### src/rtl/mem_access_unit_pkg.sv
// rtl/mem_access_unit_pkg.sv - shared types for the memory-access stage
// Purpose: FSM state encoding, X/M control and data structs, and the
//          result struct handed to the M/W register.
// Contents: XLEN, REG_W, RegAddr, MemState, M_ctrl, XM_data, MW_result,
//           is_mem_op(), is_store().
package mem_access_unit_pkg;

   localparam int XLEN  = 32;
   localparam int REG_W = 5;

   typedef logic [REG_W-1:0] RegAddr;

   typedef enum logic [1:0] {
      IDLE = 2'd0,
      WAIT = 2'd1,
      RESP = 2'd2
   } MemState;

   typedef struct packed {
      logic mem_read;
      logic mem_write;
      logic fpu_sel;
   } M_ctrl;

   typedef struct packed {
      RegAddr            dst;
      RegAddr            fpu_dst;
      logic [XLEN-1:0]   addr;
      logic [XLEN-1:0]   alu_val;
      logic [XLEN-1:0]   fpu_val;
      logic              alu_zero;
      logic [XLEN-1:0]   pc_branch;
   } XM_data;

   typedef struct packed {
      logic            valid;
      RegAddr          dst;
      logic [XLEN-1:0] data;
      logic            fpu;
   } MW_result;

   function automatic logic is_mem_op(input M_ctrl c);
      return c.mem_read | c.mem_write;
   endfunction

   // A read+write op is a store: the write wins.
   function automatic logic is_store(input M_ctrl c);
      return c.mem_write;
   endfunction

endpackage

### src/rtl/mem_access_unit_timeout.sv
// rtl/mem_access_unit_timeout.sv - wait-cycle counter with expiry strobe
// Purpose: counts cycles spent waiting for a data-memory ack.
// Ports:  clk_i     clock
//         rst_i     synchronous active-high reset
//         en_i      count this cycle (FSM in WAIT)
//         clr_i     restart from zero (entry to WAIT)
//         expire_o  this WAIT cycle is the TIMEOUT-th one
module mem_timeout #(
   parameter int TIMEOUT = 15
) (
   input  logic clk_i,
   input  logic rst_i,
   input  logic en_i,
   input  logic clr_i,
   output logic expire_o
);

   localparam int CW = (TIMEOUT > 2) ? $clog2(TIMEOUT) : 1;

   logic [CW-1:0] cnt_q;
   logic [CW-1:0] cnt_d;

   // The count equals the index of the current WAIT cycle, so the
   // TIMEOUT-th cycle sees TIMEOUT-1.
   assign expire_o = en_i && (cnt_q == CW'(TIMEOUT - 1));

   always_comb begin
      cnt_d = cnt_q;
      if (clr_i) begin
         cnt_d = '0;
      end else if (en_i && !expire_o) begin
         cnt_d = cnt_q + CW'(1);
      end
   end

   always_ff @(posedge clk_i) begin
      if (rst_i) begin
         cnt_q <= '0;
      end else begin
         cnt_q <= cnt_d;
      end
   end

endmodule

### src/rtl/mem_access_unit.sv
// rtl/mem_access_unit.sv - pipeline memory stage with data-memory handshake
// Purpose: issues loads/stores from the X/M register to data memory, stalls
//          the front of the pipe while waiting, and registers the result
//          toward M/W. Optional build macro: MEM_FPU_STORE_EN (fpu_sel picks
//          fpu_val for stores and routes load results to fpu_dst).
// Ports:  clk, rst (sync, active-high), bubble (flush current op)
//         m_ctrl, xm_data                    X/M register contents
//         dmem_req/we/addr/wdata (out)       data-memory request
//         dmem_rdata/ack (in)                data-memory response
//         m_stall (out)                      hold IF..X/M
//         bus_err (out)                      sticky timeout flag
//         wb_valid/dst/data/fpu (out)        registered result toward M/W
module mem_access_unit
   import mem_access_unit_pkg::*;
#(
   parameter int DATA_W  = 32,
   parameter int TIMEOUT = 15
) (
   input  logic              clk,
   input  logic              rst,
   input  logic              bubble,
   input  M_ctrl             m_ctrl,
   input  XM_data            xm_data,
   output logic              dmem_req,
   output logic              dmem_we,
   output logic [DATA_W-1:0] dmem_addr,
   output logic [DATA_W-1:0] dmem_wdata,
   input  logic [DATA_W-1:0] dmem_rdata,
   input  logic              dmem_ack,
   output logic              m_stall,
   output logic              bus_err,
   output logic              wb_valid,
   output RegAddr            wb_dst,
   output logic [DATA_W-1:0] wb_data,
   output logic              wb_fpu
);

   MemState           state_q, state_d;
   logic [DATA_W-1:0] addr_q, addr_d;
   logic [DATA_W-1:0] wdata_q, wdata_d;
   logic              we_q, we_d;
   RegAddr            dst_q, dst_d;
   logic              fpu_q, fpu_d;
   logic              flush_q, flush_d;
   logic              bus_err_q, bus_err_d;
   MW_result          wb_q, wb_d;

   logic              tmo_clr;
   logic              tmo_expire;
   logic [DATA_W-1:0] wdata_sel;
   RegAddr            dst_sel;
   logic              fpu_sel_eff;
   MW_result          pass_res;

`ifdef MEM_FPU_STORE_EN
   assign fpu_sel_eff = m_ctrl.fpu_sel;
   assign wdata_sel   = m_ctrl.fpu_sel ? DATA_W'(xm_data.fpu_val) : DATA_W'(xm_data.alu_val);
   assign dst_sel     = m_ctrl.fpu_sel ? xm_data.fpu_dst : xm_data.dst;

   logic unused_xm;
   assign unused_xm = ^{xm_data.alu_zero, xm_data.pc_branch};
`else
   assign fpu_sel_eff = 1'b0;
   assign wdata_sel   = DATA_W'(xm_data.alu_val);
   assign dst_sel     = xm_data.dst;

   logic unused_xm;
   assign unused_xm = ^{xm_data.alu_zero, xm_data.pc_branch, m_ctrl.fpu_sel,
                        xm_data.fpu_dst, xm_data.fpu_val};
`endif

   // Non-memory ops carry their ALU result in the addr field.
   always_comb begin
      pass_res       = '0;
      pass_res.valid = (xm_data.dst != '0);
      pass_res.dst   = xm_data.dst;
      pass_res.data  = xm_data.addr;
   end

   mem_timeout #(
      .TIMEOUT (TIMEOUT)
   ) u_timeout (
      .clk_i    (clk),
      .rst_i    (rst),
      .en_i     (state_q == WAIT),
      .clr_i    (tmo_clr),
      .expire_o (tmo_expire)
   );

   always_comb begin
      state_d    = state_q;
      addr_d     = addr_q;
      wdata_d    = wdata_q;
      we_d       = we_q;
      dst_d      = dst_q;
      fpu_d      = fpu_q;
      flush_d    = flush_q;
      bus_err_d  = bus_err_q;
      wb_d       = '0;
      tmo_clr    = 1'b0;
      dmem_req   = 1'b0;
      dmem_we    = 1'b0;
      dmem_addr  = '0;
      dmem_wdata = '0;
      m_stall    = 1'b0;

      case (state_q)
         IDLE: begin
            // A flushed memory op never reaches the bus; a store must not
            // land in memory once it has been squashed.
            if (is_mem_op(m_ctrl) && !bubble && !rst) begin
               dmem_req   = 1'b1;
               dmem_we    = is_store(m_ctrl);
               dmem_addr  = DATA_W'(xm_data.addr);
               dmem_wdata = wdata_sel;
               addr_d     = DATA_W'(xm_data.addr);
               wdata_d    = wdata_sel;
               we_d       = is_store(m_ctrl);
               dst_d      = dst_sel;
               fpu_d      = fpu_sel_eff;
               flush_d    = 1'b0;
               tmo_clr    = 1'b1;
               if (dmem_ack) begin
                  state_d = RESP;
                  if (!is_store(m_ctrl)) begin
                     wb_d.valid = 1'b1;
                     wb_d.dst   = dst_sel;
                     wb_d.data  = XLEN'(dmem_rdata);
                     wb_d.fpu   = fpu_sel_eff;
                  end
               end else begin
                  m_stall = 1'b1;
                  state_d = WAIT;
               end
            end else if (!bubble && !is_mem_op(m_ctrl)) begin
               wb_d = pass_res;
            end
         end

         WAIT: begin
            dmem_req   = 1'b1;
            dmem_we    = we_q;
            dmem_addr  = addr_q;
            dmem_wdata = wdata_q;
            if (bubble) begin
               flush_d = 1'b1;
            end
            if (dmem_ack) begin
               state_d = RESP;
               if (!we_q && !(flush_q || bubble)) begin
                  wb_d.valid = 1'b1;
                  wb_d.dst   = dst_q;
                  wb_d.data  = XLEN'(dmem_rdata);
                  wb_d.fpu   = fpu_q;
               end
            end else if (tmo_expire) begin
               state_d   = IDLE;
               bus_err_d = 1'b1;
            end else begin
               m_stall = 1'b1;
            end
         end

         RESP: begin
            // The pipe advanced on the ack, so a new op is already waiting.
            // Non-memory ops flow through; a memory op is held one cycle and
            // issued from IDLE.
            state_d = IDLE;
            if (is_mem_op(m_ctrl) && !bubble) begin
               m_stall = 1'b1;
            end else if (!bubble) begin
               wb_d = pass_res;
            end
         end

         default: begin
            state_d = IDLE;
         end
      endcase
   end

   always_ff @(posedge clk) begin
      if (rst) begin
         state_q   <= IDLE;
         addr_q    <= '0;
         wdata_q   <= '0;
         we_q      <= 1'b0;
         dst_q     <= '0;
         fpu_q     <= 1'b0;
         flush_q   <= 1'b0;
         bus_err_q <= 1'b0;
         wb_q      <= '0;
      end else begin
         state_q   <= state_d;
         addr_q    <= addr_d;
         wdata_q   <= wdata_d;
         we_q      <= we_d;
         dst_q     <= dst_d;
         fpu_q     <= fpu_d;
         flush_q   <= flush_d;
         bus_err_q <= bus_err_d;
         wb_q      <= wb_d;
      end
   end

   assign bus_err  = bus_err_q;
   assign wb_valid = wb_q.valid;
   assign wb_dst   = wb_q.dst;
   assign wb_data  = DATA_W'(wb_q.data);
   assign wb_fpu   = wb_q.fpu;

endmodule

### config.mk
export PLATFORM = sky130hd
export DESIGN_NAME = mem_access_unit
export DESIGN_NICKNAME = d
export VERILOG_FILES = /design/src/rtl/mem_access_unit_pkg.sv /design/src/rtl/mem_access_unit_timeout.sv /design/src/rtl/mem_access_unit.sv
export SDC_FILE = /design/constraint.sdc
export NUM_CORES = 1
export LEC_CHECK = 0
export ABC_AREA = 1
export CAP_MARGIN = 20
export CORE_MARGIN = 10
export CORE_UTILIZATION = 44
export DETAILED_ROUTE_END_ITERATION = 7
export PLACE_DENSITY = 0.94
export SETUP_SLACK_MARGIN = 0.05
export SLEW_MARGIN = 20
export SYNTH_ARGS = -nofsm -noshare
export SYNTH_HDL_FRONTEND = slang
export SYNTH_SLANG_ARGS = --single-unit
### constraint.sdc
create_clock -name clk -period 2.2 [get_ports clk]
set_clock_uncertainty 0.1 [all_clocks]
set_input_delay 0.44 -clock clk [delete_from_list [all_inputs] [get_ports clk]]
set_output_delay 0.44 -clock clk [all_outputs]
set_load 0.01 [all_outputs]
==> qor.yml, run 1 <==
floorplanning:
  start_util: 0.446
  row_count: 42
  die_area_um2: 18400
  dieHeight_um: 136
  core_area_um2: 13200
  fp.dieW_um: 136
  ioPinCount: 285
sta:
  hold_viol: 0
  fmax_mhz: 448
  rsz0062_at_grt: "yes"
  setup_tns_ps: -300
  timing.hold.ws_ps: 346
  slew_headroom: 0.626
  fin_ws_ps: -34.3
  fin_crit_ps: 2230
  period_share: 1.02
  finalSetupViolCount: 31
  tightest_slew_ps: 562
  finalMaxSlewViolations: 0
place:
  io_buffers: 212
  dp_slack_ps: -739
  postPlaceCellArea_um2: 8420
  gp_congestion: 0.865
  dpl.hpwl_um: 15500
yosys:
  yosysWarningCount: 0
  ys_seq_area_frac: 0.394
  synth_area_um2: 5890
  synth_cells: 900
  syn_nets: 1080
  synthDistinctLibCells: 28
  yosys_register_bits: 116
  syn_avg_cell_area_um2: 6.54
critical_path:
  r2r-end: "wb_data[23]"
  rr_startpoint: "state_q[1]"
  ff2ff_setup_slack_ps: 470
  crit_fanout: 6
  cp.arrival_ps: 1690
  worstSetupPathType: "flip-flop to output port"
  worst_setup_path_start_kind: "flip-flop"
  r2r_cells: 9
  crit_required_ps: 1660
  worst_setup_path_end_kind: "output port"
power:
  p_leak_nw: 4.02
  finalPower_mw: 6.21
  p_int_mw: 4.57
  switchingPower_mw: 1.64
  pwr-share-comb: 0.196
  power.share.clock: 0.438
  switching_share: 0.264
  sequentialPowerShare: 0.366
  p_per_area_nw_per_um2: 662
  ir_worst_vdd_uv: 434
drt:
  drc: 0
  wire_per_inst_um: 18.8
  drt_wl_total_um: 24900
  final_antenna_net_count: 0
  via_count: 7397
  dr.pass1.iters: 5
  viasPerCell: 5.59
  dr.first_iter.drc_count: 904
cells_and_area:
  post-route-cell-area_um2: 9380
  syn_to_final_growth_pct: 59.3
  layout-drive-gt1-share: 0.242
  finalNetCount: 1317
clock_tree:
  clk_pin_slew_ps: 50
  hold_buffers: 0
  clock_path_buffers: 2
  tritoncts: "built"
  numClockSinks: 116
  cts_buffers: 17
  clk_latency_ps: 410
  htreeDepth: 4
  cts_root_buf: "clkbuf_16"
run_status:
  violations: "negative setup slack"
  status: "finished with violations"
grt:
  grt_start_max_net_pins: 75
  grt_overflow: 0
  antenna_found_initial: 4
  grt_pass1_vias: 6942
  track_usage: 0.247
  grt_pass1_wl_um: 36600
min_path:
  hold_class: "input port to flip-flop"
  hold_depth: 4
  hold_start: "m_ctrl[1]"
  min_to: "we_q"
flow_run:
  max-cap-violations: 0
registers in the layout, summed over array words and instances, names as in the netlist:
signal / count
addr_q: 32
wb_data: 32
wdata_q: 32
dst_q: 5
wb_dst: 5
u_timeout.cnt_q: 4
state_q: 2
bus_err: 1
flush_q: 1
wb_valid: 1
we_q: 1
how the worst max path moves through the flow:
stage                     cells past startpoint       endpoint        from  slack (ps)
after floorplan                               7   dmem_addr[0]         rst         390
after global placement                        9  dmem_addr[26]   m_ctrl[1]        -700
after detailed placement                      9  dmem_addr[22]   m_ctrl[1]        -740
after CTS                                     8  dmem_addr[16]  state_q[0]         0.9
after global routing                          8  dmem_wdata[8]  state_q[1]         -90
final                                         8  dmem_addr[23]  state_q[1]         -30
area by class of cell:
| type | instances | area, um2 |
|---|---|---|
| fill | 984 | 3810 |
| antenna | 2 | 5.00 |
| clock buffer | 23 | 498 |
| clock inverter | 5 | 75.1 |
| timing repair buffer | 291 | 2670 |
| multi-input combinational | 627 | 3260 |
| sequential | 116 | 2330 |
| tap | 176 | 220 |
| inverter | 84 | 323 |
power by group through the flow:
stage                     logic [mW]  registers (mW)  clock network (mW)
after detailed placement        1.08            2.31                   0
after global placement          1.06            2.31                   0
final                           1.22            2.27                2.72
after floorplan                0.465            2.33                   0
after global routing            1.31            2.28                2.84
after CTS                       1.08            2.27                2.74
cells by family (layout without fill, tap and decap cells):
kind of cell / after synthesis / in the layout / synth area share
fa+ha+maj: 2 / 2 / 0.00425
simple gates: 444 / 444 / 0.327
compound gates: 179 / 179 / 0.154
other cells: 1 / 3 / 0.000637
flops: 116 / 116 / 0.394
xor+xnor: 1 / 1 / 0.00149
buf+inv: 157 / 403 / 0.118
Yosys cell counts (all sizes together):
library cell | count | share of area
a21oi | 40 | 0.034
and3 | 1 | 0.0011
buf | 52 | 0.051
clkbuf | 21 | 0.013
clkinv | 1 | 0.00064
conb | 1 | 0.00064
dfxtp | 116 | 0.39
ha | 2 | 0.0042
inv | 83 | 0.053
nand2 | 161 | 0.10
nand3 | 118 | 0.10
nand4 | 34 | 0.036
nor2 | 128 | 0.085
nor3 | 2 | 0.0017
o211ai | 1 | 0.0013
o21ai | 136 | 0.12
o22ai | 1 | 0.0011
o31ai | 1 | 0.0013
xnor2 | 1 | 0.0015
what timing repair did:
| action | 4_1_cts | 5_1_grt |
|---|---|---|
| gates resized for setup | 327 | 173 |
| endpoints found under the setup margin | 67 | 67 |
| setup buffers | 6 | 4 |
| cloned | 3 | 6 |
| pin swaps | 3 | 1 |
| hold endpoints to repair | 0 | 0 |
worst max-delay path: stages, from the launching register on:
cell       delay (ps)
dfxtp_4           360
inv_4              70
nand2_4            50
nor2_4            180
buf_8             170
clkbuf_16         170
nand2_2            60
o21ai_1            70
buf_2             150
layer usage:
metal  vias up  GRT usage  share of wire
li1       3430          -              -
met1      3386      0.284           0.36
met2       472      0.406           0.48
met3       105     0.0894           0.12
met4         4     0.0993          0.043
met5         -          0        0.00088
placed cells by master, fill, tap and decap left out, types with 2 or more instances in the layout:
cell type        Yosys  layout
clkdlybuf4s50_1      0     140
buf_2               40      67
buf_16               0       3
buf_12               0      10
clkinv_2             0       3
buf_4                5      58
nand2_1            160     103
dfxtp_1            116     113
bufinv_16            0       2
inv_1               82      78
clkbuf_16            0      22
inv_4                0       3
clkbuf_8             0       5
diode_2              0       2
a21oi_1             40      40
nand4_1             34      34
nand2_4              0      26
ha_1                 2       2
nor2_4               1       5
nor3_1               2       2
buf_6                5       4
nor2_2               5       2
o21ai_1              7      40
inv_2                1       2
nand2_2              1      32
nor2_1             122     121
nand3_1            118     117
o21ai_0            128      70
o21ai_2              1      26
dfxtp_2              0       2
per-stage QoR:
| stage | instances | utilization |
|---|---|---|
| 6_report | 1324 | 0.711 |
| 5_1_grt | 1323 | 0.711 |
| 4_1_cts | 1312 | 0.669 |
| 3_5_place_dp | 1275 | 0.638 |
| 3_3_place_gp | 1275 | 0.638 |
| 2_1_floorplan | 900 | - |
Power figures use the tool's default switching activity.
==> run 2: changes to the inputs <==
--- a/config.mk
+++ b/config.mk
@@ -5,12 +5,14 @@
 export SDC_FILE = /design/constraint.sdc
 export NUM_CORES = 1
 export LEC_CHECK = 0
-export ABC_AREA = 1
+export ABC_AREA = 0
 export CAP_MARGIN = 20
 export CORE_MARGIN = 10
-export CORE_UTILIZATION = 44
+export CORE_UTILIZATION = 39
 export DETAILED_ROUTE_END_ITERATION = 7
-export PLACE_DENSITY = 0.94
+export GPL_ROUTABILITY_DRIVEN = 0
+export MAX_ROUTING_LAYER = met4
+export PLACE_DENSITY = 0.93
 export SETUP_SLACK_MARGIN = 0.05
 export SLEW_MARGIN = 20
 export SYNTH_ARGS = -nofsm -noshare
==> run 2 against run 1 <==
Effect of this change: the run still ends with negative setup slack left; highest routed layer is now met4; setup slack worse by 190 ps; critical path depth stayed put; clock-buffer cell count is 4 lower; design area is 11% lower; sequential power hardly changed; cell count is 34% lower.
==> qor.yml, run 2 <==
sta:
  setup_tns_ps: -9150  # was -300 ps
  fmax_mhz: 413  # was 448 MHz
  period_share: 1.10  # was 1.02
  fin_crit_ps: 2420  # was 2230 ps
  fin_ws_ps: -221  # was -34.3 ps
  rsz0062_at_grt: "yes"  # unchanged
  finalMaxSlewViolations: 0  # unchanged
  hold_viol: 0  # unchanged
  timing.hold.ws_ps: 374  # was 346 ps
  finalSetupViolCount: 63  # was 31
power:
  p_per_area_nw_per_um2: 701  # was 662 nW/um2
  p_leak_nw: 3.63  # was 4.02 nW
  ir_worst_vdd_uv: 522  # was 434 uV
drt:
  via_count: 4892  # was 7397
  drc: 0  # unchanged
  dr.pass1.iters: 5  # unchanged
  viasPerCell: 5.57  # was 5.59
  final_antenna_net_count: 0  # unchanged
  drt_wl_total_um: 19700  # was 24900 um
  wire_per_inst_um: 22.5  # was 18.8 um
  dr.first_iter.drc_count: 486  # was 904
cells_and_area:
  finalNetCount: 902  # was 1317
  diodes: 0  # was 2
  layout-drive-gt1-share: 0.351  # was 0.242
  fin_cells: 878  # was 1324
  final_cell_mix: "a22o_1 (150), clkdlybuf4s50_1 (141), dfxtp_1 (113), buf_4 (88), buf_2 (51)"  # was clkdlybuf4s50_1 (140), nor2_1 (121), nand3_1 (117), dfxtp_1 (113), nand2_1 (103)
  n_fill_cell: 695  # was 984
  final_common_cell: "a22o_1"  # was clkdlybuf4s50_1
  syn_to_final_growth_pct: 87.3  # was 59.3%
critical_path:
  critPathSlowestCell: "dfxtp_2"  # was dfxtp_4
  worst_setup_path_start_kind: "flip-flop"  # unchanged
  cp.arrival_ps: 1880  # was 1690 ps
  crit_fanout: 7  # was 6
  r2r-end: "wb_data[7]"  # was wb_data[23]
  worstPathCellList: "nor2_4, nor4b_4, buf_6, buf_12, buf_8, buf_8, a22o_1, buf_2"  # was inv_4, nand2_4, nor2_4, buf_8, clkbuf_16, nand2_2, o21ai_1, buf_2
  max_stage_delay_ps: 330  # was 360 ps
  worstSetupPathType: "flip-flop to output port"  # unchanged
  rr_startpoint: "state_q[1]"  # unchanged
  r2r_cells: 9  # unchanged
  ff2ff_setup_slack_ps: 90  # was 470 ps
  crit_top_cell: "buf_8"
  crit_required_ps: 1660  # about the same
  worst_setup_path_end_kind: "output port"  # unchanged
yosys:
  synthTopCellsByCount: "a22o_1 (151), dfxtp_1 (116), clkbuf_1 (24)"  # was nand2_1 (160), o21ai_0 (128), nor2_1 (122)
  syn_avg_cell_area_um2: 11.0  # was 6.54 um2
  yosysTopAreaCellShare: 0.520  # was 0.394
  yosysWarningCount: 0  # unchanged
  yosys_register_bits: 116  # unchanged
  synthMostInstantiatedCell: "a22o_1"  # was nand2_1
  ys.flop_type: "dfxtp_1"  # unchanged
  ys_async_sr_fraction: 0  # unchanged
  yosys-top-cells-area: "dfxtp_1 (52%), a22o_1 (30%), a22o_2 (2.5%), clkbuf_1 (2.0%), nor2_1 (1.5%)"  # was dfxtp_1 (39%), o21ai_0 (11%), nand2_1 (10%), nand3_1 (10%), nor2_1 (7.8%)
  ys_seq_area_frac: 0.520  # was 0.394
  yosys.area.top_type: "dfxtp_1"  # unchanged
  synthDistinctLibCells: 40  # was 28
  synth_edf_count: 0  # unchanged
  syn_nets: 584  # was 1080
  synth_area_um2: 4460  # was 5890 um2
  synth_cells: 404  # was 900
floorplanning:
  ioPinCount: 285  # unchanged
  core_area_um2: 11300  # was 13200 um2
  fp.dieW_um: 127  # was 136 um
  die_area_um2: 16100  # was 18400 um2
  row_count: 39  # was 42
  dieHeight_um: 127  # was 136 um
  start_util: 0.394  # was 0.446
grt:
  grt_pass1_wl_um: 29700  # was 36600 um
  track_usage: 0.240  # was 0.247
  antenna_found_initial: 0  # was 4
  grt_pass1_vias: 5300  # was 6942
  grt_start_max_net_pins: 33  # was 75
  grt_overflow: 0  # unchanged
clock_tree:
  hold_buffers: 0  # unchanged
  clk_pin_slew_ps: 50  # about the same
  cts_buffers: 17  # unchanged
  cts_root_buf: "clkbuf_16"  # unchanged
  tritoncts: "built"  # unchanged
  clk_latency_ps: 410  # about the same
  clock_path_buffers: 2  # unchanged
  htreeDepth: 4  # unchanged
  numClockSinks: 116  # unchanged
min_path:
  hold_depth: 1  # was 4
  hold_class: "flip-flop to flip-flop"  # was input port to flip-flop
  hold_start: "wdata_q[22]"  # was m_ctrl[1]
  min_to: "wdata_q[22]"  # was we_q
place:
  dp.cells: 797  # was 1275
  dpl.hpwl_um: 12300  # was 15500 um
  io_buffers: 212  # unchanged
run_status:
  violations: "negative setup slack"  # unchanged
  status: "finished with violations"  # unchanged
flow_run:
  max-cap-violations: 0  # unchanged
run 2: cell types whose count changed after synthesis, sizes merged, moves of 34 or more:
cell | before | now
a22o | 0 | 162
nand2 | 161 | 6
o21ai | 136 | 8
nand3 | 118 | 1
nor2 | 128 | 18
inv | 83 | 5
a21oi | 40 | 4
buf | 52 | 18
nand4 | 34 | 0
run 2: stage by stage:
stage	instance area, um2	setup WS (ps)	power, mW	utilization
2_1_floorplan	4480	39.9	2.62	-
3_3_place_gp	7300	-733	3.15	0.645
3_5_place_dp	7300	-855	3.18	0.645
4_1_cts	8290	-271	5.86	0.732
5_1_grt	8360	-312	6.05	0.738
6_report	8360	-221	5.86	0.738
run 2: how the worst max path moves through the flow:
stage                           from             end  slack (ps)  cells past startpoint
after floorplan               bubble    dmem_addr[0]          40                      6
after global placement        bubble    dmem_addr[0]        -730                      7
after detailed placement      bubble    dmem_addr[4]        -850                      7
after CTS                 state_q[0]  dmem_wdata[11]        -270                      9
after global routing      state_q[0]  dmem_wdata[11]        -310                      8
final                     state_q[0]   dmem_wdata[8]        -220                      8
run 2: worst max-delay path, delay by kind of cell (launching register included):
family,cells,cell delay [ps]
simple gates,2,360
buf+inv,5,640
flops,1,330
compound gates,1,130
run 2: cell type report:
class	count	area, um2	area share
Clock buffer	19	453	0.0542
Clock inverter	13	110	0.0132
Inverter	5	18.8	0.00225
Multi-Input combinational cell	241	2020	0.241
Sequential cell	116	2330	0.279
Tap cell	143	179	0.0214
Timing Repair Buffer	341	3250	0.389
run 2: what timing repair did:
item	in CTS	in global routing
endpoints found under the setup margin	99	68
pin swaps	28	49
cloned	8	1
gates resized for setup	337	20
buffers inserted	39	10
run 2: logic make-up after synthesis:
logic type,synth area share
xor gates and xnor gates,0.00393
other,0.000840
DFF,0.520
adders and majority gates,0.00561
buffers and inverters,0.0502
AOI/OAI and AO/OA,0.360
and+or+nand+nor,0.0592
run 2: power by group:
| group | internal (mW) | switching, mW |
|---|---|---|
| Sequential | 2.22 | 0.0669 |
| Clock | 1.60 | 0.992 |
| Combinational | 0.593 | 0.391 |
| Total | 4.41 | 1.45 |
run 2: metal layers:
layer,global-route usage,vias up,share of wire
met2,0.394,262,0.49
met4,0.106,0,0.033
met5,-,-,0
met1,0.265,2355,0.41
met3,0.0703,55,0.072
li1,-,2220,-
==> run 3: changes to the inputs <==
--- a/config.mk
+++ b/config.mk
@@ -11,6 +11,7 @@
 export CORE_UTILIZATION = 39
 export DETAILED_ROUTE_END_ITERATION = 7
 export GPL_ROUTABILITY_DRIVEN = 0
+export HOLD_SLACK_MARGIN = 0.1
 export MAX_ROUTING_LAYER = met4
 export PLACE_DENSITY = 0.93
 export SETUP_SLACK_MARGIN = 0.05
==> results of run 3 <==
No change in the layout: final DEF, timing and power equal those of run 2.
